`src/rtl/cpu24_pkg.sv`:
```
// Shared CPU datapath widths and the register-bank FSM encoding.
// Read mux and the other 24-bit CPU blocks take their widths from here.
package cpu24_pkg;

   localparam int DATA_W   = 24;
   localparam int ADDR_W   = 3;
   localparam int NUM_REGS = 1 << ADDR_W;

   typedef enum logic {
      IDLE  = 1'b0,
      CLEAR = 1'b1
   } bank_state_t;

endpackage

```
`src/rtl/demux8_regbank_24bit_dekoder3ne8.sv`:
```
// 3-to-8 one-hot decoder with enable; purely combinational, zero latency.
// No handshake: output is all zeros whenever the enable is low.
module dekoder3ne8 (
   input  logic       en,
   input  logic [2:0] sel,
   output logic [7:0] onehot
);

   always_comb begin
      onehot = '0;
      for (int i = 0; i < 8; i++) begin
         if (en && (sel == 3'(i))) begin
            onehot[i] = 1'b1;
         end
      end
   end

endmodule

```
`src/rtl/demux8_regbank_24bit.sv`:
```
// Write side of the 24-bit register bank: decoded write into 8 registers, sequenced 8-cycle clear, written flags.
// Latency: write visible one edge after acceptance. WriteReady drops for the whole clear sequence; requester holds.
// ZERO_REG_EN: when defined, register 0 reads as zero and writes to it are accepted but discarded.
module demux8_regbank_24bit #(
   parameter int DATA_W = 24,
   parameter int ADDR_W = 3
) (
   input  logic              Clock,
   input  logic              Reset,
   input  logic              WriteValid,
   output logic              WriteReady,
   input  logic [ADDR_W-1:0] WriteAddr,
   input  logic [DATA_W-1:0] WriteData,
   input  logic              Clear,
   output logic              Busy,
   output logic [7:0]        Valid,
   output logic [DATA_W-1:0] Dalja0,
   output logic [DATA_W-1:0] Dalja1,
   output logic [DATA_W-1:0] Dalja2,
   output logic [DATA_W-1:0] Dalja3,
   output logic [DATA_W-1:0] Dalja4,
   output logic [DATA_W-1:0] Dalja5,
   output logic [DATA_W-1:0] Dalja6,
   output logic [DATA_W-1:0] Dalja7
);

   import cpu24_pkg::*;

`ifdef ZERO_REG_EN
   localparam logic [NUM_REGS-1:0] LIVE_MASK = {{(NUM_REGS-1){1'b1}}, 1'b0};
`else
   localparam logic [NUM_REGS-1:0] LIVE_MASK = '1;
`endif

   bank_state_t         state;
   logic [ADDR_W-1:0]   clr_cnt;
   logic [DATA_W-1:0]   regs [NUM_REGS];
   logic [NUM_REGS-1:0] valid_q;

   logic                wr_acc;
   logic                clr_act;
   logic [NUM_REGS-1:0] wr_hot;
   logic [NUM_REGS-1:0] clr_hot;

   assign WriteReady = (state == IDLE);
   assign Busy       = (state == CLEAR);
   assign wr_acc     = WriteValid & WriteReady;
   assign clr_act    = (state == CLEAR);

   dekoder3ne8 u_wr_dec (
      .en     (wr_acc),
      .sel    (WriteAddr),
      .onehot (wr_hot)
   );

   dekoder3ne8 u_clr_dec (
      .en     (clr_act),
      .sel    (clr_cnt),
      .onehot (clr_hot)
   );

   always_ff @(posedge Clock or negedge Reset) begin
      if (!Reset) begin
         state   <= IDLE;
         clr_cnt <= '0;
      end else begin
         case (state)
            IDLE: begin
               if (Clear) begin
                  state   <= CLEAR;
                  clr_cnt <= '0;
               end
            end
            CLEAR: begin
               // Clear requests seen here are dropped; the sweep always runs to completion.
               clr_cnt <= clr_cnt + 1'b1;
               if (clr_cnt == ADDR_W'(NUM_REGS - 1)) begin
                  state <= IDLE;
               end
            end
            default: begin
               state   <= IDLE;
               clr_cnt <= '0;
            end
         endcase
      end
   end

   // The sweep and a write can never target the same cycle: writes only land in IDLE.
   always_ff @(posedge Clock or negedge Reset) begin
      if (!Reset) begin
         for (int i = 0; i < NUM_REGS; i++) begin
            regs[i] <= '0;
         end
         valid_q <= '0;
      end else begin
         for (int i = 0; i < NUM_REGS; i++) begin
            if (!LIVE_MASK[i] || clr_hot[i]) begin
               regs[i]    <= '0;
               valid_q[i] <= 1'b0;
            end else if (wr_hot[i]) begin
               regs[i]    <= WriteData;
               valid_q[i] <= 1'b1;
            end
         end
      end
   end

   assign Valid  = valid_q;
   assign Dalja0 = regs[0];
   assign Dalja1 = regs[1];
   assign Dalja2 = regs[2];
   assign Dalja3 = regs[3];
   assign Dalja4 = regs[4];
   assign Dalja5 = regs[5];
   assign Dalja6 = regs[6];
   assign Dalja7 = regs[7];

endmodule

```
`config.mk`:
```
export PLATFORM = sky130hd
export DESIGN_NAME = demux8_regbank_24bit
export DESIGN_NICKNAME = d
export VERILOG_FILES = /design/src/rtl/cpu24_pkg.sv /design/src/rtl/demux8_regbank_24bit_dekoder3ne8.sv /design/src/rtl/demux8_regbank_24bit.sv
export SDC_FILE = /design/constraint.sdc
export NUM_CORES = 1
export LEC_CHECK = 0
export ABC_CLOCK_PERIOD_IN_PS = 2650
export CORE_UTILIZATION = 40
export CTS_CLUSTER_SIZE = 14
export DETAILED_ROUTE_END_ITERATION = 7
export GPL_TIMING_DRIVEN = 0
export PLACE_DENSITY = 0.68
export REMOVE_ABC_BUFFERS = 1
export SYNTH_ARGS = -nofsm -noshare
export SYNTH_HDL_FRONTEND = slang
export SYNTH_HIERARCHICAL = 1
export SYNTH_SLANG_ARGS = --single-unit
```
`constraint.sdc`:
```
create_clock -name Clock -period 2.65 [get_ports Clock]
set_input_delay 0.265 -clock Clock [delete_from_list [all_inputs] [get_ports Clock]]
set_output_delay 0.265 -clock Clock [all_outputs]
set_load 0.02 [all_outputs]
```
# --- Word-level counts from Yosys, hierarchy flattened ---
# Index checks and enable logic that the tools add are counted.
op_classes:
  addsub: 1
  n_eq_ne: 15
  muxes: 53
  bitwise_logic: 2
  reduce_logical: 26
op_table:
  columns: ["op", "count"]
  rows:
  - ["two-way mux 24 bit", 16]
  - ["two-way mux 1 bit", 34]
  - ["equality test 3 bit, second input constant", 8]
  - ["logical AND 1 bit", 16]
  - ["nonzero test 2 bit", 8]
  - ["equality test 3 x 2 -> 1 bit, second input constant", 4]
  - ["equality test 3 x 1 -> 1 bit, second input constant", 2]
  - ["zero test 3 bit", 2]
  - ["one-hot mux 3 bit (2 select lines)", 1]
  - ["adder 3 x 1 -> 3 bit, second input constant", 1]
  - ["two-way mux 3 bit", 1]
  - ["inequality test 2 x 1 -> 1 bit, second input constant", 1]
  - ["one-hot mux 1 bit (2 select lines)", 1]
  - ["AND 1 bit", 1]
  - ["inverter 1 bit", 1]
totals:
  ff_bits: 204
  in_bits: 31
  out_inout_bits: 202
  elab_cells: 115

# --- Depth between registers and ports, before layout ---
depth:
  word_depth: 6
  depth_mapped: 6
  mapped_depth_nobuf: 4

# --- Modules after synthesis ---
# The synthesis kept the hierarchy.
by_module_without_submodules:
  columns: ["mod", "n_inst", "cells_per_inst", "area_each_um2", "seq_area_each_um2"]
  rows:
  - ["demux8_regbank_24bit", 1, 686, 8559.5, 5104.9]
  - ["dekoder3ne8", 2, 8, 96.3, 0.0]

# --- Worst setup path before layout ---
# Ideal clock, no wire load.
synth_timing:
  path_type: "reg2reg"
  startpoint: "reg state, in the netlist Busy"
  endpoint: "reg regs, in the netlist Dalja0[13]"
  setup_time_ns: 0.132
  arrival_time_ns: 1.616
  required_time_ns: 2.518
  slack_ns: 0.902
  path_stages_with_launch: 7
  n_path_buf: 2
  period_less_slack_ns: 1.748
  path_cell_list: "dfrtp_1 > nor2b_1 > nor4b_2 > buf_6 > buf_12 > mux2i_1 > nor2_1"
synth_via:
  elab_chain_len: 5
  elab_cells_between_ends: 8
  classes_between: "mux (3); bitwise (2); reduce/logical (3)"
synth_lines:
  columns: ["element", "line", "source"]
  rows:
  - ["from (decl)", "demux8_regbank_24bit.sv:35", "bank_state_t state;"]
  - ["from (signal assigned)", "demux8_regbank_24bit.sv:64", "state <= IDLE;"]
  - ["from (signal assigned)", "demux8_regbank_24bit.sv:70", "state <= CLEAR;"]
  - ["from (signal assigned)", "demux8_regbank_24bit.sv:78", "state <= IDLE;"]
  - ["inverter 1 bit", "demux8_regbank_24bit.sv:45", "assign WriteReady = (state == IDLE);"]
  - ["AND 1 bit", "demux8_regbank_24bit.sv:47", "assign wr_acc = WriteValid & WriteReady;"]
  - ["net wr_acc", "demux8_regbank_24bit.sv:40", "logic wr_acc;"]
  - ["logical AND 1 bit", "demux8_regbank_24bit_dekoder3ne8.sv:12", "if (en && (sel == 3'(i))) begin"]
  - ["two-way mux 1 bit", "demux8_regbank_24bit_dekoder3ne8.sv:12", null]
  - ["net wr_hot[0]", "demux8_regbank_24bit.sv:42", "logic [NUM_REGS-1:0] wr_hot;"]
  - ["nonzero test 2 bit (no line)", null, null]
  - ["to (signal, indexed assignment)", "demux8_regbank_24bit.sv:102", "regs[i] <= WriteData;"]
  - ["to (decl)", "demux8_regbank_24bit.sv:37", "logic [DATA_W-1:0] regs [NUM_REGS];"]
# The timed path passes the listed nets, and every way through them passes these cells.
# A chain may end at the register's enable or synchronous reset.

# --- Worst setup path in the final report ---
layout_timing:
  startpoint: "reg state, in the netlist Busy"
  endpoint: "reg regs, in the netlist Dalja2[17]"
# The elaborated chain is that of the path after synthesis.

==> flow_summary.ini <==
[clocking]
h-tree-depth = 1
path_clk_slew_ns = 0.06
clkSinkCount = 204
cts_tree = built
numCtsBuffers = 22
cts_root_buffer = clkbuf_16
worstSkewPairLatency_ns = 0.49
cts_buffer_depth = 3

[global_route]
grt_pass1_wl_mm = 36.14
grt_pass1_vias = 6022
grt-ovfl-total = 0
grtUsageTotal = 0.2118
grt_max_degree = 109
grt_antenna_before_repair = 0

[placed_design]
preCtsSetupSlack_ns = -0.01298
hpwl_mm = 14.56
place_congestion = 0.7218
portBuffers = 232
place_area_sq_mm = 0.01084

[floorplan]
initial_core_util = 0.4124
chipHeight_microns = 149.9
ioPinCount = 233
rows = 53
dieArea_sq_mm = 0.02248
core_area_sq_mm = 0.02122
die_x_microns = 149.9

[worst_setup_path]
cp_slowest_cell = and4bb_2
cp-start-kind = flip-flop
crit_required_ns = 2.98
worstPathArrival_ns = 2.86
path_max_fanout = 25
endpoint_kind = flip-flop
path_cells = nor2b_1 > and4bb_2 > mux2i_1 > nor2_1
cp_slowest_stage_delay_ns = 1.07
crit_type = flip-flop to flip-flop

[min_path]
holdCritPathClass = primary input to async pin

[detailed_routing]
dr.first_iter.drc_count = 230
drt-vias-per-instance = 4.947
ant_nets = 0
drc_errors = 0
wl_mm = 23.72
vias = 5838
routedWlPerCell_microns = 20.11
dr.pass1.iters = 4

[synthesis]
ys_ff_latch = 204
synth_cells = 702
yosys.area.top_type_share = 0.5833
synth_most_common_cell = nor2_1
synth_common_cells = nor2_1 (209), dfrtp_1 (204), mux2i_1 (192)
ys_warn_count = 6
ys_types = 20
ys_seq_area_frac = 0.5833
yosysTopAreaCell = dfrtp_1
async_flop_share = 1.000
avgSynthCellArea_sq_um = 12.47
synthFlopType = dfrtp_1
synth_enable_flop_cells = 0
netlist_area_sq_mm = 0.008752
synth.area.top_cells = dfrtp_1 (58%), mux2i_1 (22%), nor2_1 (9.0%), buf_12 (3.7%), buf_4 (1.2%)

[sta]
setup_ws_ns = 0.1185
maxSlewViolCount = 0
rsz0062_at_grt = no
period_minus_slack_ns = 2.531
slew_headroom = 0.2389
finClkSkew_ns = 0.01007
hold_ws_ns = 0.4087
period_share = 0.9553
fmax_mhz = 395.0
worst_pin_slew_ns = 1.142
setup_violations = 0
hold_viol = 0

[cells_and_area]
nNetsFinal = 925
final_util = 0.5471
area_growth_pct = 32.64
diodes = 0
drive_gt1_frac = 0.06188
design_area_sq_mm = 0.01161

[power_and_ir_drop]
total_power_mw = 11.61
p_leak_nw = 5.045
ir_drop_mv = 0.6660
p_per_area_mw_per_mm2 = 1000

[status]
outcome = finished clean

[flow_run]
maxCapViolCount = 0
## timing repair
| action | CTS | global route |
|---|---|---|
| hold buffers | 1 | 0 |
| hold endpoints to repair | 107 | 0 |
| setup buffers | 0 | 0 |
| resized for setup | 0 | 2 |
| setup endpoints to repair | 0 | 4 |
## registers in the layout, indices dropped and copies added (netlist names)
register,flops
Dalja5,24
Dalja0,24
Dalja4,24
Valid,8
Dalja1,24
Dalja3,24
Dalja6,24
Dalja7,24
Busy,1
clr_cnt,3
Dalja2,24
## metrics by stage
step	std cells	setup TNS (ns)
after global placement	1137	-1589.99
after CTS	1180	0
final	1180	0
after global routing	1180	0
after floorplan	630	-18.23
after detailed placement	1142	-0.03854
## cell usage in the layout (no fill, tap or decap), types with 2 or more instances in the layout
cell             count
a22o_1               2
clkbuf_16           23
and4bb_4             2
bufinv_16            2
buf_8                3
nor4b_4              2
clkbuf_1             3
nor2_1             209
clkinv_2             2
dfrtp_1            204
mux2i_1            192
and4b_2              6
clkbuf_8             6
buf_6                2
ha_1                 2
clkdlybuf4s50_1    231
and4bb_2             4
and4_2               2
## logic make-up after synthesis
family / share of synthesized area
simple gates: 0.1134
flops: 0.5833
mux: 0.2196
buf+inv: 0.07777
compound gates: 0.003144
fa+ha+maj: 0.002859
## cell type report
type,instances,area (sq um)
fillers,1875,9612
flip-flops and latches,204,5105
multi-input cells,425,2992
repair buffers,238,2417
clock buffers,32,669.4
well taps,275,344.1
clock inverters,5,77.57
inverters,1,3.754
## worst max-delay path: cells and delay by family (launching register included)
kind	cells	cell delay, ns
simple gates	3	1.55
flops	1	0.53
mux	1	0.27
## worst paths after layout
kind | to | slack (ns) | startpoint | cells after the start
min reg2reg | Valid[3]$_DFFE_PN0P_ | 0.50 | Valid[3]$_DFFE_PN0P_ | 2
min | Dalja2[9]$_DFFE_PN0P_ | 0.41 | Reset | 2
max | Dalja2[17]$_DFFE_PN0P_ | 0.12 | Busy$_DFF_PN0_ | 4
min in group Clock | clr_cnt[0]$_DFFE_PN0P_ | 0.45 | Clear | 3
max in group asynchronous | Dalja0[18]$_DFFE_PN0P_ | 1.28 | Reset | 3
max reg2reg | Dalja2[17]$_DFFE_PN0P_ | 0.12 | Busy$_DFF_PN0_ | 4
## report_power, final
group | internal, mW | total (mW) | switching (mW)
Combinational | 1.78 | 4.13 | 2.35
Sequential | 3.88 | 4.35 | 0.477
Clock | 1.94 | 3.13 | 1.20
## metal layers
metal	GRT usage	up-vias	share of wire
li1	-	2688	-
met1	0.2900	2928	0.45
met2	0.3412	196	0.46
met3	0.05427	26	0.077
met4	0.03838	0	0.012
met5	0	-	0
Power figures use the tool's default switching activity.
==> edit 1 (same settings) <==
Make the reset (`Reset`) synchronous in 2 clocked blocks.
--- a/src/rtl/demux8_regbank_24bit.sv
+++ b/src/rtl/demux8_regbank_24bit.sv
@@ -61,3 +61,3 @@
 
-   always_ff @(posedge Clock or negedge Reset) begin
+   always_ff @(posedge Clock) begin
       if (!Reset) begin
@@ -89,3 +89,3 @@
    // The sweep and a write can never target the same cycle: writes only land in IDLE.
-   always_ff @(posedge Clock or negedge Reset) begin
+   always_ff @(posedge Clock) begin
       if (!Reset) begin
Formal check against the unedited RTL: differs if Reset is asserted again (counterexample within 4 cycles, from zero or initial values and one cycle with Reset low); with Reset held inactive, the same outputs for 4 cycles.
==> edit 1 against the original RTL <==
Global-route usage shrank 1.2 points; setup slack gained 0.082 ns; synthesized area shrank 10%; fmax grew 3.3%; sequential share of layout area grew 10 points; routed wire length shrank 14%; sequential cell count is the same; worst hold slack gained 0.088 ns; final area shrank 4.5%.
Power is not compared: it rests on default switching activity, and its combinational part moved more than twofold at a synthesized area within 25%.
==> edit 1: results <==
{
  "status": "finished, final reports clean",
  "crit-reg2reg-launch": "Busy$_SDFF_PN0_",
  "synth_compound_gate_area_share": 0.00463,
  "hold_end": "Valid[2]$_SDFFE_PP0P_",
  "ys_seq_area_frac": 0.766,
  "p_seq_mw": 3.73,
  "cts_buffers": 22,
  "async_flop_share": 0,
  "gp_congestion": 0.772,
  "regMostFlops": "regs",
  "synth_cell_types": 21,
  "dp_slack_ns": -0.362,
  "drt_pass1_iterations": 4,
  "synthAdderAreaFrac": 0.00319,
  "drt_iter0_markers": 249,
  "crit_fanout": 24,
  "vias": 4771,
  "dp_hpwl_um": 12400,
  "clk_path_buf_depth": 3,
  "grt_pass1_vias": 4998,
  "layout-drive-gt1-share": 0.0839,
  "reg2regPathDepth": 4,
  "finalCritPeriodShare": 0.925,
  "fillers": 1492,
  "synth_edf_count": 192,
  "reg2reg_slack_ns": 0.20,
  "yosys_warnings": 6,
  "slew_headroom": 0.259,
  "grt_pass1_wl_um": 29600,
  "wl_per_cell_um": 20.7,
  "largest_reg_flops": 192,
  "grt_max_degree": 25,
  "critPathLaunchType": "register",
  "synth_top_cells_by_count": "and2_1, edfxtp_1, dfxtp_1",
  "synth_mux_area_frac": 0,
  "cp_slowest_cell": "and3b_1",
  "nNetsFinal": 745,
  "hold_class": "register to register",
  "min_from": "Valid[2]$_SDFFE_PP0P_",
  "p_comb_frac": 0.098,
  "clk_pin_slew_worst_paths_ns": 0.06,
  "ys.flop_type": "edfxtp_1",
  "antenna_found_initial": 0,
  "synthTopCellsByArea": "edfxtp_1, and2_1, dfxtp_1, buf_6, and4bb_2",
  "cp_top_family": "simple AND/OR/NAND/NOR gates",
  "clk_latency_ns": 0.49,
  "critPathMaxStageDelay_ns": 0.91,
  "max-vdd-ir-drop_mv": 0.449,
  "cts_setup_buffers": 0,
  "final.setup_skew_ns": 0.00680,
  "track_usage": 0.200,
  "endpoint": "regs[1][38]$_SDFFCE_PN0P_"
}
edit 1: cell types whose count changed after synthesis, moves of 11 or more:
cell,unedited run,this run
and2_1,0,193
buf_12,16,0
buf_2,16,0
buf_4,14,0
clkbuf_2,11,0
dfrtp_1,204,0
dfxtp_1,0,12
edfxtp_1,0,192
mux2i_1,192,0
nor2_1,209,9
edit 1: repair_timing:
| action | 4_1_cts | 5_1_grt |
|---|---|---|
| hold buffers | 0 | 0 |
| gates resized for setup | 4 | 4 |
| cloned | 0 | 0 |
| endpoints found under the setup margin | 96 | 73 |
edit 1: kinds of logic after synthesis:
family | Yosys count
AND/OR/NAND/NOR | 244
flip-flops | 204
buffers and inverters | 20
AO/OA/AOI/OAI | 4
adder cells (fa/ha/maj) | 2
edit 1: metal layers:
layer / routed length [um] / global-route usage / vias up
li1: - / - / 2180
met1: 8490 / 0.256 / 2332
met2: 9970 / 0.338 / 230
met3: 1710 / 0.0491 / 29
met4: 331 / 0.0549 / 0
met5: 0 / 0 / -
edit 1: per-stage QoR:
step                      power [mW]  std cells  hold WS (ns)  instance area (um^2)  setup TNS (ns)
after global placement          4.53        948         0.482                 10300          -28.28
after detailed placement        4.55        948         0.484                 10300          -47.15
after floorplan                 4.09        456         0.417                  7700               0
after global routing            7.75        987         0.513                 11100               0
final                           7.55        988         0.497                 11100               0
after CTS                       7.60        987         0.497                 11100               0
edit 1: final cells by class:
| class | count | area, um^2 | area share |
|---|---|---|---|
| diodes | 1 | 2.50 | 0.000226 |
| repair buffers | 232 | 2320 | 0.209 |
| clock inverters | 12 | 135 | 0.0122 |
| well taps | 260 | 325 | 0.0293 |
| flip-flops and latches | 204 | 6010 | 0.542 |
| multi-input cells | 250 | 1700 | 0.153 |
| inverters | 2 | 10.0 | 0.000903 |
| clock buffers | 27 | 591 | 0.0533 |
==> edit 2 (same settings) <==
Made on the original files. The option `ZERO_REG_EN` is turned on by a define.
--- a/src/rtl/demux8_regbank_24bit.sv
+++ b/src/rtl/demux8_regbank_24bit.sv
@@ -3,2 +3,4 @@
 // ZERO_REG_EN: when defined, register 0 reads as zero and writes to it are accepted but discarded.
+`define ZERO_REG_EN
+
 module demux8_regbank_24bit #(
Behaviour: not the same (a bounded check fails within 4 cycles, from zero or initial values and one cycle with Reset low).
==> edit 2 against the original RTL <==
Setup slack better by 0.084 ns; synthesized area is 12% lower; sequential cell count fell by 25; combinational power is 9.4% lower; utilization shrank 0.31 points; power shrank 11%; non-clock buffer count decreased by 29; cell count shrank 8.6%; count of clock-buffer cells in the layout is 11 lower; synthesized cell count shrank 12%; routed wire length fell by 12%; final area decreased by 12%; largest cell class unchanged; largest power group unchanged.
==> edit 2: results <==
{
  "htreeDepth": 4,
  "cp_top_family": "simple AND/OR/NAND/NOR gates",
  "grt_pass1_wl_um": 32500,
  "yosys_warnings": 6,
  "nNetsFinal": 839,
  "cp_slowest_cell": "and4bb_2",
  "drt_iter0_markers": 296,
  "status": "finished, final reports clean",
  "clk_path_buf_depth": 2,
  "gp_congestion": 0.747,
  "track_usage": 0.218,
  "synth.avg_cell_area_um2": 12.4,
  "worst_slew_pin_slew_ns": 1.14,
  "cts_root_buffer": "clkbuf_16",
  "fillers": 1563,
  "clk_latency_ns": 0.42,
  "max-vdd-ir-drop_mv": 0.453,
  "grt_pass1_vias": 5545,
  "p_leak_nw": 4.47,
  "final.setup_skew_ns": 0.0105,
  "crit_fanout": 25,
  "antenna_found_initial": 0,
  "post-place-cells": 1046,
  "viasPerCell": 4.87,
  "final_cells": 1079,
  "critPathMaxStageDelay_ns": 1.06,
  "dp_hpwl_um": 12900,
  "hold_class": "primary input to async pin",
  "grt_max_degree": 107,
  "reg2reg_slack_ns": 0.20,
  "crit-reg2reg-capture": "Dalja2[7]$_DFFE_PN0P_",
  "layout-drive-gt1-share": 0.0549,
  "numPortBuffers": 207,
  "crit-reg2reg-launch": "Busy$_DFF_PN0_",
  "cts_buffers": 17,
  "wl_per_cell_um": 19.3,
  "crit_arrival_ns": 2.71,
  "reg2regPathDepth": 4
}
==> edit 2: cell type report <==
type	count	area share
flip-flops and latches	179	0.437
repair buffers	209	0.206
inverters	1	0.000366
clock buffers	21	0.0440
multi-input cells	398	0.263
clock inverters	11	0.0172
well taps	260	0.0318
==> edit 2: report_power, final <==
| group | internal, mW | switching (mW) |
|---|---|---|
| combinational | 1.60 | 2.14 |
| sequential | 3.43 | 0.450 |
| clock | 1.61 | 1.04 |
| total | 6.65 | 3.63 |
==> edit 2: how the worst max path moves through the flow <==
stage / from / to / slack [ns] / cells past startpoint
2_1_floorplan: Busy$_DFF_PN0_ / Dalja1[0]$_DFFE_PN0P_ / 0.72 / 4
3_3_place_gp: Reset / Dalja2[5]$_DFFE_PN0P_ / -5.54 / 1
3_5_place_dp: WriteValid / Dalja1[18]$_DFFE_PN0P_ / 0.06 / 5
4_1_cts: Busy$_DFF_PN0_ / Dalja1[1]$_DFFE_PN0P_ / 0.23 / 4
5_1_grt: Busy$_DFF_PN0_ / Dalja2[6]$_DFFE_PN0P_ / 0.02 / 4
6_report: Busy$_DFF_PN0_ / Dalja2[7]$_DFFE_PN0P_ / 0.20 / 4
==> edit 2: timing repair <==
action	CTS	global route
hold buffers	1	0
setup buffers	0	0
resized for setup	0	0
hold endpoints to repair	73	0
==> edit 2: metrics by stage <==
stage                     area (um^2)  hold WS [ns]  setup TNS [ns]  worst slack [ns]  total power [mW]
after floorplan                  7180       -0.0306               0             0.721              5.61
after global placement           9570         0.474         -990.47             -5.54              7.56
after global routing            10200         0.422               0            0.0218              10.8
after CTS                       10200         0.414               0             0.233              10.4
after detailed placement         9610         0.263               0            0.0585              7.69
final                           10200         0.387               0             0.203              10.3
==> edit 2: per-layer routing <==
metal,routed length (um),vias to the layer above,GRT usage
met5,0,-,0
met4,143,0,0.0446
met3,1100,11,0.0493
met2,9920,201,0.353
met1,9700,2649,0.301
li1,-,2392,-
